`src/rtl/des_pkg.sv`:
```
// Shared DES sequencing definitions: FSM states, round count, mode encodings
// and the per-round C/D rotate amounts for encrypt and decrypt.
package des_pkg;

  typedef enum logic [2:0] {
    ST_IDLE,
    ST_LOAD,
    ST_ROUND,
    ST_FINAL,
    ST_HOLD
  } state_t;

  localparam int DES_ROUNDS = 16;

  localparam logic MODE_ENC = 1'b0;
  localparam logic MODE_DEC = 1'b1;

  localparam logic [1:0] ENC_SHIFTS [DES_ROUNDS] = '{
    2'd1, 2'd1, 2'd2, 2'd2, 2'd2, 2'd2, 2'd2, 2'd2,
    2'd1, 2'd2, 2'd2, 2'd2, 2'd2, 2'd2, 2'd2, 2'd1
  };

  // Decrypt rotates right before each subkey; round 1 needs no rotate because
  // the encrypt rotations sum to a full 28-bit turn, so C/D already sits at K16.
  localparam logic [1:0] DEC_SHIFTS [DES_ROUNDS] = '{
    2'd0, 2'd1, 2'd2, 2'd2, 2'd2, 2'd2, 2'd2, 2'd2,
    2'd1, 2'd2, 2'd2, 2'd2, 2'd2, 2'd2, 2'd2, 2'd1
  };

endpackage

```
`src/rtl/des_key_shift_lut.sv`:
```
// Maps round number (1..16) and mode to the C/D rotate amount; 0 outside rounds.
module des_key_shift_lut
  import des_pkg::*;
(
  input  logic [4:0] round_num,
  input  logic       mode,
  output logic [1:0] key_shift
);

  logic [3:0] idx;

  always_comb begin
    key_shift = 2'd0;
    idx       = 4'(round_num - 5'd1);
    if (round_num >= 5'd1 && round_num <= 5'(DES_ROUNDS)) begin
      key_shift = (mode == MODE_DEC) ? DEC_SHIFTS[idx] : ENC_SHIFTS[idx];
    end
  end

endmodule

```
`src/rtl/des_round_ctrl.sv`:
```
// Sequencing controller for the iterative DES core: one block at a time through
// IP load, 16 rounds and final capture, with Moore-decoded strobes.
//   state    | meaning
//   ST_IDLE  | ready for a request
//   ST_LOAD  | datapath loads IP / PC-1
//   ST_ROUND | Feistel rounds, ROUND_CYCLES clocks each
//   ST_FINAL | output register captures result
//   ST_HOLD  | result offered until consumer takes it
module des_round_ctrl
  import des_pkg::*;
#(
  parameter int ROUND_CYCLES = 1
) (
  input  logic       clk,
  input  logic       rst,
  input  logic       in_valid,
  output logic       in_ready,
  input  logic       mode,
  output logic       load_ip,
  output logic       round_en,
  output logic [4:0] round_num,
  output logic [1:0] key_shift,
  output logic       key_dir,
  output logic       capture,
  output logic       out_valid,
  input  logic       out_ready,
  output logic       busy
);

  state_t     state;
  state_t     state_nxt;
  logic [4:0] round_q;
  logic [1:0] sub_q;
  logic       mode_q;
  logic       in_round;
  logic       last_sub;
  logic       last_round;

  assign in_round   = (state == ST_ROUND);
  assign last_sub   = (sub_q == 2'(ROUND_CYCLES - 1));
  assign last_round = (round_q == 5'(DES_ROUNDS));

  always_ff @(posedge clk) begin
    if (rst) state <= ST_IDLE;
    else     state <= state_nxt;
  end

  always_comb begin
    state_nxt = state;
    unique case (state)
      ST_IDLE:  if (in_valid) state_nxt = ST_LOAD;
      ST_LOAD:  state_nxt = ST_ROUND;
      ST_ROUND: if (last_sub && last_round) state_nxt = ST_FINAL;
      ST_FINAL: state_nxt = ST_HOLD;
      ST_HOLD:  if (out_ready) state_nxt = ST_IDLE;
      default:  state_nxt = ST_IDLE;
    endcase
  end

  always_ff @(posedge clk) begin
    if (rst) begin
      round_q <= 5'd0;
      sub_q   <= 2'd0;
      mode_q  <= MODE_ENC;
    end else begin
      unique case (state)
        ST_IDLE: if (in_valid) mode_q <= mode;
        ST_LOAD: begin
          round_q <= 5'd1;
          sub_q   <= 2'd0;
        end
        ST_ROUND: begin
          if (last_sub) begin
            sub_q   <= 2'd0;
            round_q <= last_round ? 5'd0 : round_q + 5'd1;
          end else begin
            sub_q <= sub_q + 2'd1;
          end
        end
        default: ;
      endcase
    end
  end

  assign in_ready  = (state == ST_IDLE);
  assign busy      = (state != ST_IDLE);
  assign load_ip   = (state == ST_LOAD);
  assign round_en  = in_round && last_sub;
  assign round_num = in_round ? round_q : 5'd0;
  assign key_dir   = in_round && mode_q;
  assign capture   = (state == ST_FINAL);
  assign out_valid = (state == ST_HOLD);

  des_key_shift_lut u_shift_lut (
    .round_num (round_num),
    .mode      (mode_q),
    .key_shift (key_shift)
  );

endmodule

```
`config.mk`:
```
export PLATFORM = sky130hd
export DESIGN_NAME = des_round_ctrl
export DESIGN_NICKNAME = d
export VERILOG_FILES = /design/src/rtl/des_pkg.sv /design/src/rtl/des_key_shift_lut.sv /design/src/rtl/des_round_ctrl.sv
export SDC_FILE = /design/constraint.sdc
export NUM_CORES = 1
export LEC_CHECK = 0
export ABC_AREA = 0
export CAP_MARGIN = 15
export CORE_MARGIN = 4
export CORE_UTILIZATION = 38
export DETAILED_ROUTE_END_ITERATION = 8
export PLACE_DENSITY = 0.64
export SYNTH_ARGS = -nofsm -noshare
export SYNTH_HDL_FRONTEND = slang
export SYNTH_SLANG_ARGS = --single-unit
```
`constraint.sdc`:
```
create_clock -name clk -period 4.7 [get_ports clk]
set_clock_uncertainty 0.2 [all_clocks]
set_input_delay 0.94 -clock clk [delete_from_list [all_inputs] [get_ports clk]]
set_output_delay 0.94 -clock clk [all_outputs]
set_load 0.05 [all_outputs]
```
==> Word level (Yosys, flattened, before mapping) <==
Memories as Yosys holds them, arrays and structs flattened.
Cells that the tools add are included.
{ "word_totals": {"romBits": 64, "out_inout_bits": 14, "mem_count": 2, "word_cells": 49, "in_bits": 5, "ff_bits": 11} }
{ "classes": {"add_sub_neg": 3, "bitwise_logic": 1, "mux": 16, "n_eq_ne": 9, "magnitude_cmp": 3, "n_reduce_logical": 11} }
{ "memory_table": {"columns": ["memory", "depth", "width", "rd", "rd_ports_with_merged_regs", "wr", "line_no", "source"], "rows": [
  ["(no name shown)", 16, 2, 1, 0, 0, "des_key_shift_lut.sv:16", "key_shift = (mode == MODE_DEC) ? DEC_SHIFTS[idx] : ENC_SHIFTS[idx];"],
  ["(no name shown)", 16, 2, 1, 0, 0, "des_key_shift_lut.sv:16", null]
]} }
{ "op_table": {"columns": ["op", "n"], "rows": [
  ["$mux 5", 3],
  ["$pmux 3 s5", 1],
  ["$mux 2", 7],
  ["$pmux 5 s2", 1],
  ["$mux 3", 3],
  ["$eq 3x2->1 const B", 2],
  ["$ne 2x1->1 const B", 3],
  ["$add 5x1->5 const B", 1],
  ["$eq 5x5->1 const B", 1],
  ["$ge 5x1->1 const B", 1],
  ["$ge 5x5->1 const B", 1],
  ["$le 5x5->1 const B", 1],
  ["$not 4->5", 1],
  ["$logic_and 1x1->1", 4],
  ["$pmux 2 s2", 1],
  ["$reduce_and 2->1", 2],
  ["$sub 4x1->4 const B", 1],
  ["$eq 3x1->1 const B", 1],
  ["$eq 3x3->1 const B", 1],
  ["$logic_not 3->1", 1],
  ["$reduce_and 3->1", 1],
  ["$reduce_bool 3->1", 1],
  ["$add 2x1->2 const B", 1],
  ["$logic_not 2->1", 1],
  ["2 further kinds", 2]
]} }

==> Longest topological paths before layout <==
{ "logic_depth": {"depth_word": 9, "ltp_mapped": 9, "depth_no_buf": 8} }

==> Modules after synthesis <==
Synthesis repeated with hierarchy kept, for this count alone.
{ "unflattened": {"hier_cells": 111, "area_unflattened_um2": 878.3} }
{ "modules_own_cells": {"columns": ["mod", "instances", "seq_area_each_um2", "cells_per_inst", "area_per_inst_um2"], "rows": [
  ["des_round_ctrl", 1, 220.2, 84, 688.2],
  ["des_key_shift_lut", 1, 0.0, 27, 190.2]
]} }

==> Worst setup path after synthesis <==
No wires, ideal clock.
{ "synth_timing": {"path_type": "register to output", "startpoint": "register state[2]", "endpoint": "output key_shift[0]", "t_arrival_ps": 2926, "t_required_ps": 3560, "path_buffers": 1, "path_slack_ps": 634, "stages_incl_launch_ff": 10, "cell_sequence": "dfxtp_1 -> nor3b_2 -> buf_4 -> nand2_1 -> inv_1 -> ha_1 -> nand2b_1 -> a21oi_1 -> or4_1 -> a21oi_1"} }
{ "synth_between": {"elab_chain_len": 9} }
{ "synth_lines": {"columns": ["item", "line_no", "source"], "rows": [
  ["start: declaration", "des_round_ctrl.sv:30", "state_t state;"],
  ["start signal: assignment", "des_round_ctrl.sv:45", "else state <= state_nxt;"],
  ["$eq 3x2->1 (*)", "des_round_ctrl.sv:39", "assign in_round = (state == ST_ROUND);"],
  ["$mux 5 (*)", "des_round_ctrl.sv:89", "assign round_num = in_round ? round_q : 5'd0;"],
  ["via round_num[0]", "des_round_ctrl.sv:21", "output logic [4:0] round_num,"],
  ["$sub 4x1->4", "des_key_shift_lut.sv:14", "idx = 4'(round_num - 5'd1);"],
  ["$not 4->5 (implied by the code)", "des_key_shift_lut.sv:16", null],
  ["$mem_v2 16x2", null, null],
  ["$mux 2 (implied by the code) (2 in series)", "des_key_shift_lut.sv:16", null],
  ["$mux 2", "des_key_shift_lut.sv:16", null],
  ["$mux 2 (*)", "des_key_shift_lut.sv:15", "if (round_num >= 5'd1 && round_num <= 5'(DES_ROUNDS)) begin"],
  ["end: declaration", "des_round_ctrl.sv:22", "output logic [1:0] key_shift,"]
]} }
Mark *: on every way through the listed nets, which the timed path passes. The rest lies on a longest branch. The select of a mux whose other input is x is not followed.

==> Final worst setup path <==
{ "layout_timing": {"startpoint": "register state[1]", "endpoint": "output key_shift[1]"} }
{ "layout_between": {"elab_chain_len": 9} }
{ "layout_lines": {"columns": ["item", "line_no"], "rows": [
  ["$eq 3x2->1 (*)", "des_round_ctrl.sv:39"],
  ["$mux 5 (*)", "des_round_ctrl.sv:89"],
  ["$sub 4x1->4", "des_key_shift_lut.sv:14"],
  ["$not 4->5 (implied by the code)", "des_key_shift_lut.sv:16"],
  ["$mem_v2 16x2", null],
  ["$mux 2 (implied by the code) (2 in series)", "des_key_shift_lut.sv:16"],
  ["$mux 2", "des_key_shift_lut.sv:16"],
  ["$mux 2 (*)", "des_key_shift_lut.sv:15"]
]} }
Mark *: on every way between the ends. The rest lies on a longest branch, timed or not. The select of a mux whose other input is x is not followed.

==> impl_metrics.tcl <==
set metrics [dict create \
    start_util 0.407 \
    period_share 0.857 \
    wl_um 2130 \
    period_needed_ps 4030 \
    coreArea_um2 2280 \
    pre_cts_slack_ps 559 \
    yosys_most_used_dff "dfxtp_1" \
    synth_area_um2 927 \
    yosysWarnings 0 \
    powerDensity_nw_per_um2 216 \
    synth-seq-area-share 0.238 \
    synth-edff-count 0 \
    ios 19 \
    fin_setup_tns_ps 0 \
    die_w_um 57.4 \
    drive_gt1_frac 0.0657 \
    slew_headroom 0.619 \
    drt-met1-wl_um 971 \
    firstDrtPassIters 4 \
    vias 871 \
    num_rows 17 \
    layout_setup_ws_ps 672 \
    arrival_ps 2890 \
    synth_commonest_cells "11 x dfxtp_1, 11 x nand2_1, 9 x a21oi_1, 9 x inv_1" \
    place_congestion 0.772 \
    async_flop_share 0 \
    antenna_cells 0 \
    wl_per_cell_um 12.9 \
    synth.distinct_cells 40 \
    place_hpwl_um 1650 \
    grtUsageTotal 0.143 \
    p_leak_nw 0.463 \
    layout.nets 151 \
    crit_required_ps 3560 \
    max-cap-violations 0 \
    antenna_found_initial 0 \
    hold_viol 0 \
    area_growth_pct 23.6 \
    worst_pin_slew_ps 564 \
    worstSkewPairLatency_ps 270 \
    cts-resized-gates 0 \
    cts.clk_slew.worst_paths_ps 80 \
    postRouteAntennaNets 0 \
    worst-path-buf-inv 1 \
    met2WireLength_um 1070 \
    synth-seq-cells 11 \
    peakVddDrop_v 0.000135 \
    synthTopCellsByArea "dfxtp_1 24%, ha_1 11%, a21oi_1 4.9%" \
    cts_setup_buffers 0 \
    grt_pass1_vias 867 \
    rsz0062_at_grt "false" \
    port_buffers 18 \
    crit_slowest_cell "dfxtp_1" \
    gr-total-overflow 0 \
    fill_cells 230 \
    status "finished clean" \
    cts.htree.levels 1 \
    synth_fp_nets 134 \
    highest_layer "met4" \
    crit_path_cell_trace "nor3b_2 > nand2_1 > ha_1 > and4b_1 > o31a_1 > a2111oi_2 > dlymetal6s2s_1" \
    hold_buffers 0 \
    die_h_um 57.4 \
    cp-end-kind "primary output" \
    clock_path_buffers 2 \
    setup_viol 0 \
    postSynthCellCount 121 \
    worstSetupPathType "reg2out" \
    hp-class "reg2reg" \
    grt_start_max_net_pins 16 \
    wl_met3_um 68 \
    cts_tree "yes" \
    vias_per_cell 5.28 \
    syn-mean-instance-area_um2 7.66 \
    path_delay_family "simple AND/OR/NAND/NOR gates" \
    cts_root_buf "clkbuf_4" \
    max_stage_delay_ps 600 \
    cp-start-kind "flop" \
    clock-sinks 11 \
    max_clock_freq_mhz 248 \
    synth_top_area_cell "dfxtp_1" \
    drt-initial-drc-count 27 \
    yosysTopAreaCellShare 0.238 \
    die_area_um2 3290 \
    utilization 0.504 \
    drv_slew 0 \
    worstPathMaxFanout 15 \
    numCtsBuffers 3 \
    grt_pass1_wl_um 3810 \
    drc_errors 0 \
]
worst register-to-register path, stage by stage (launching register included):
cell and delay, ps:
dfxtp_1 400, inv_1 90, ha_1 140, nor4bb_1 530
o21ai_0 150, mux2i_1 150, nor2_1 50
area by class of cell:
class / count / area [µm²] / share of cell area
multi-input cells: 93 / 636 / 0.555
flip-flops and latches: 11 / 220 / 0.192
repair buffers: 20 / 195 / 0.170
well taps: 28 / 35.0 / 0.0306
inverters: 9 / 33.8 / 0.0295
clock buffers: 4 / 26.3 / 0.0229
sequential cells by signal (all words and copies together), names as in the netlist:
signal   cells
round_q      5
state        3
sub_q        2
mode_q       1
report_power, final:
| part | leakage [nW] | switching [W] | total, W | internal, W |
|---|---|---|---|---|
| clock network | 0.0150 | 0.0000319 | 0.0000647 | 0.0000328 |
| logic | 0.358 | 0.0000467 | 0.0000767 | 0.0000300 |
| registers | 0.0894 | 0.00000967 | 0.000107 | 0.0000969 |
metal layers:
metal / GRT usage / vias to the layer above
met5: 0 / -
met4: 0.0497 / 0
met3: 0.0271 / 2
met2: 0.258 / 12
met1: 0.165 / 403
li1: - / 454
placed cells by master (no fill, tap or decap), types with 2 or more instances in the layout:
cell,instances
a211oi_1,3
a21oi_1,9
a22o_1,2
and2_1,6
buf_4,3
clkbuf_4,3
clkdlybuf4s50_1,16
dfxtp_1,11
ha_1,8
inv_1,9
mux2i_1,3
nand2_1,11
nand2b_1,4
nand3_1,5
nand4_1,2
nor2_1,8
nor3_1,2
o21ai_0,4
or3_1,2
or4_1,2
xnor2_1,4
per-stage QoR:
| step | hold slack, ps | instance area [µm²] | power [W] | cells |
|---|---|---|---|---|
| 2_1_floorplan | 258 | 927 | 0.000164 | 121 |
| 3_3_place_gp | 281 | 1120 | 0.000185 | 161 |
| 3_5_place_dp | 284 | 1120 | 0.000186 | 161 |
| 4_1_cts | 295 | 1140 | 0.000252 | 165 |
| 5_1_grt | 328 | 1150 | 0.000265 | 165 |
| 6_report | 291 | 1150 | 0.000248 | 165 |
kinds of logic after synthesis:
logic type,Yosys count,synth area share
AO/OA/AOI/OAI,25,0.179
multiplexers,3,0.0324
buffers and inverters,17,0.0769
flip-flops,11,0.238
AND/OR/NAND/NOR,52,0.318
adder cells (fa/ha/maj),8,0.108
XOR/XNOR,5,0.0472
worst paths after layout:
| kind | from | slack (ps) | depth (start not counted) | end |
|---|---|---|---|---|
| max reg2reg | round_q[0]$_SDFFE_PP0P_ | 2870 | 6 | round_q[0]$_SDFFE_PP0P_ |
| min reg2reg | mode_q$_SDFFE_PP0P_ | 290 | 2 | mode_q$_SDFFE_PP0P_ |
| max | state[1]$_SDFFE_PP0P_ | 670 | 7 | key_shift[1] |
| min | mode_q$_SDFFE_PP0P_ | 290 | 2 | mode_q$_SDFFE_PP0P_ |
(Power assumes the default switching activity.)
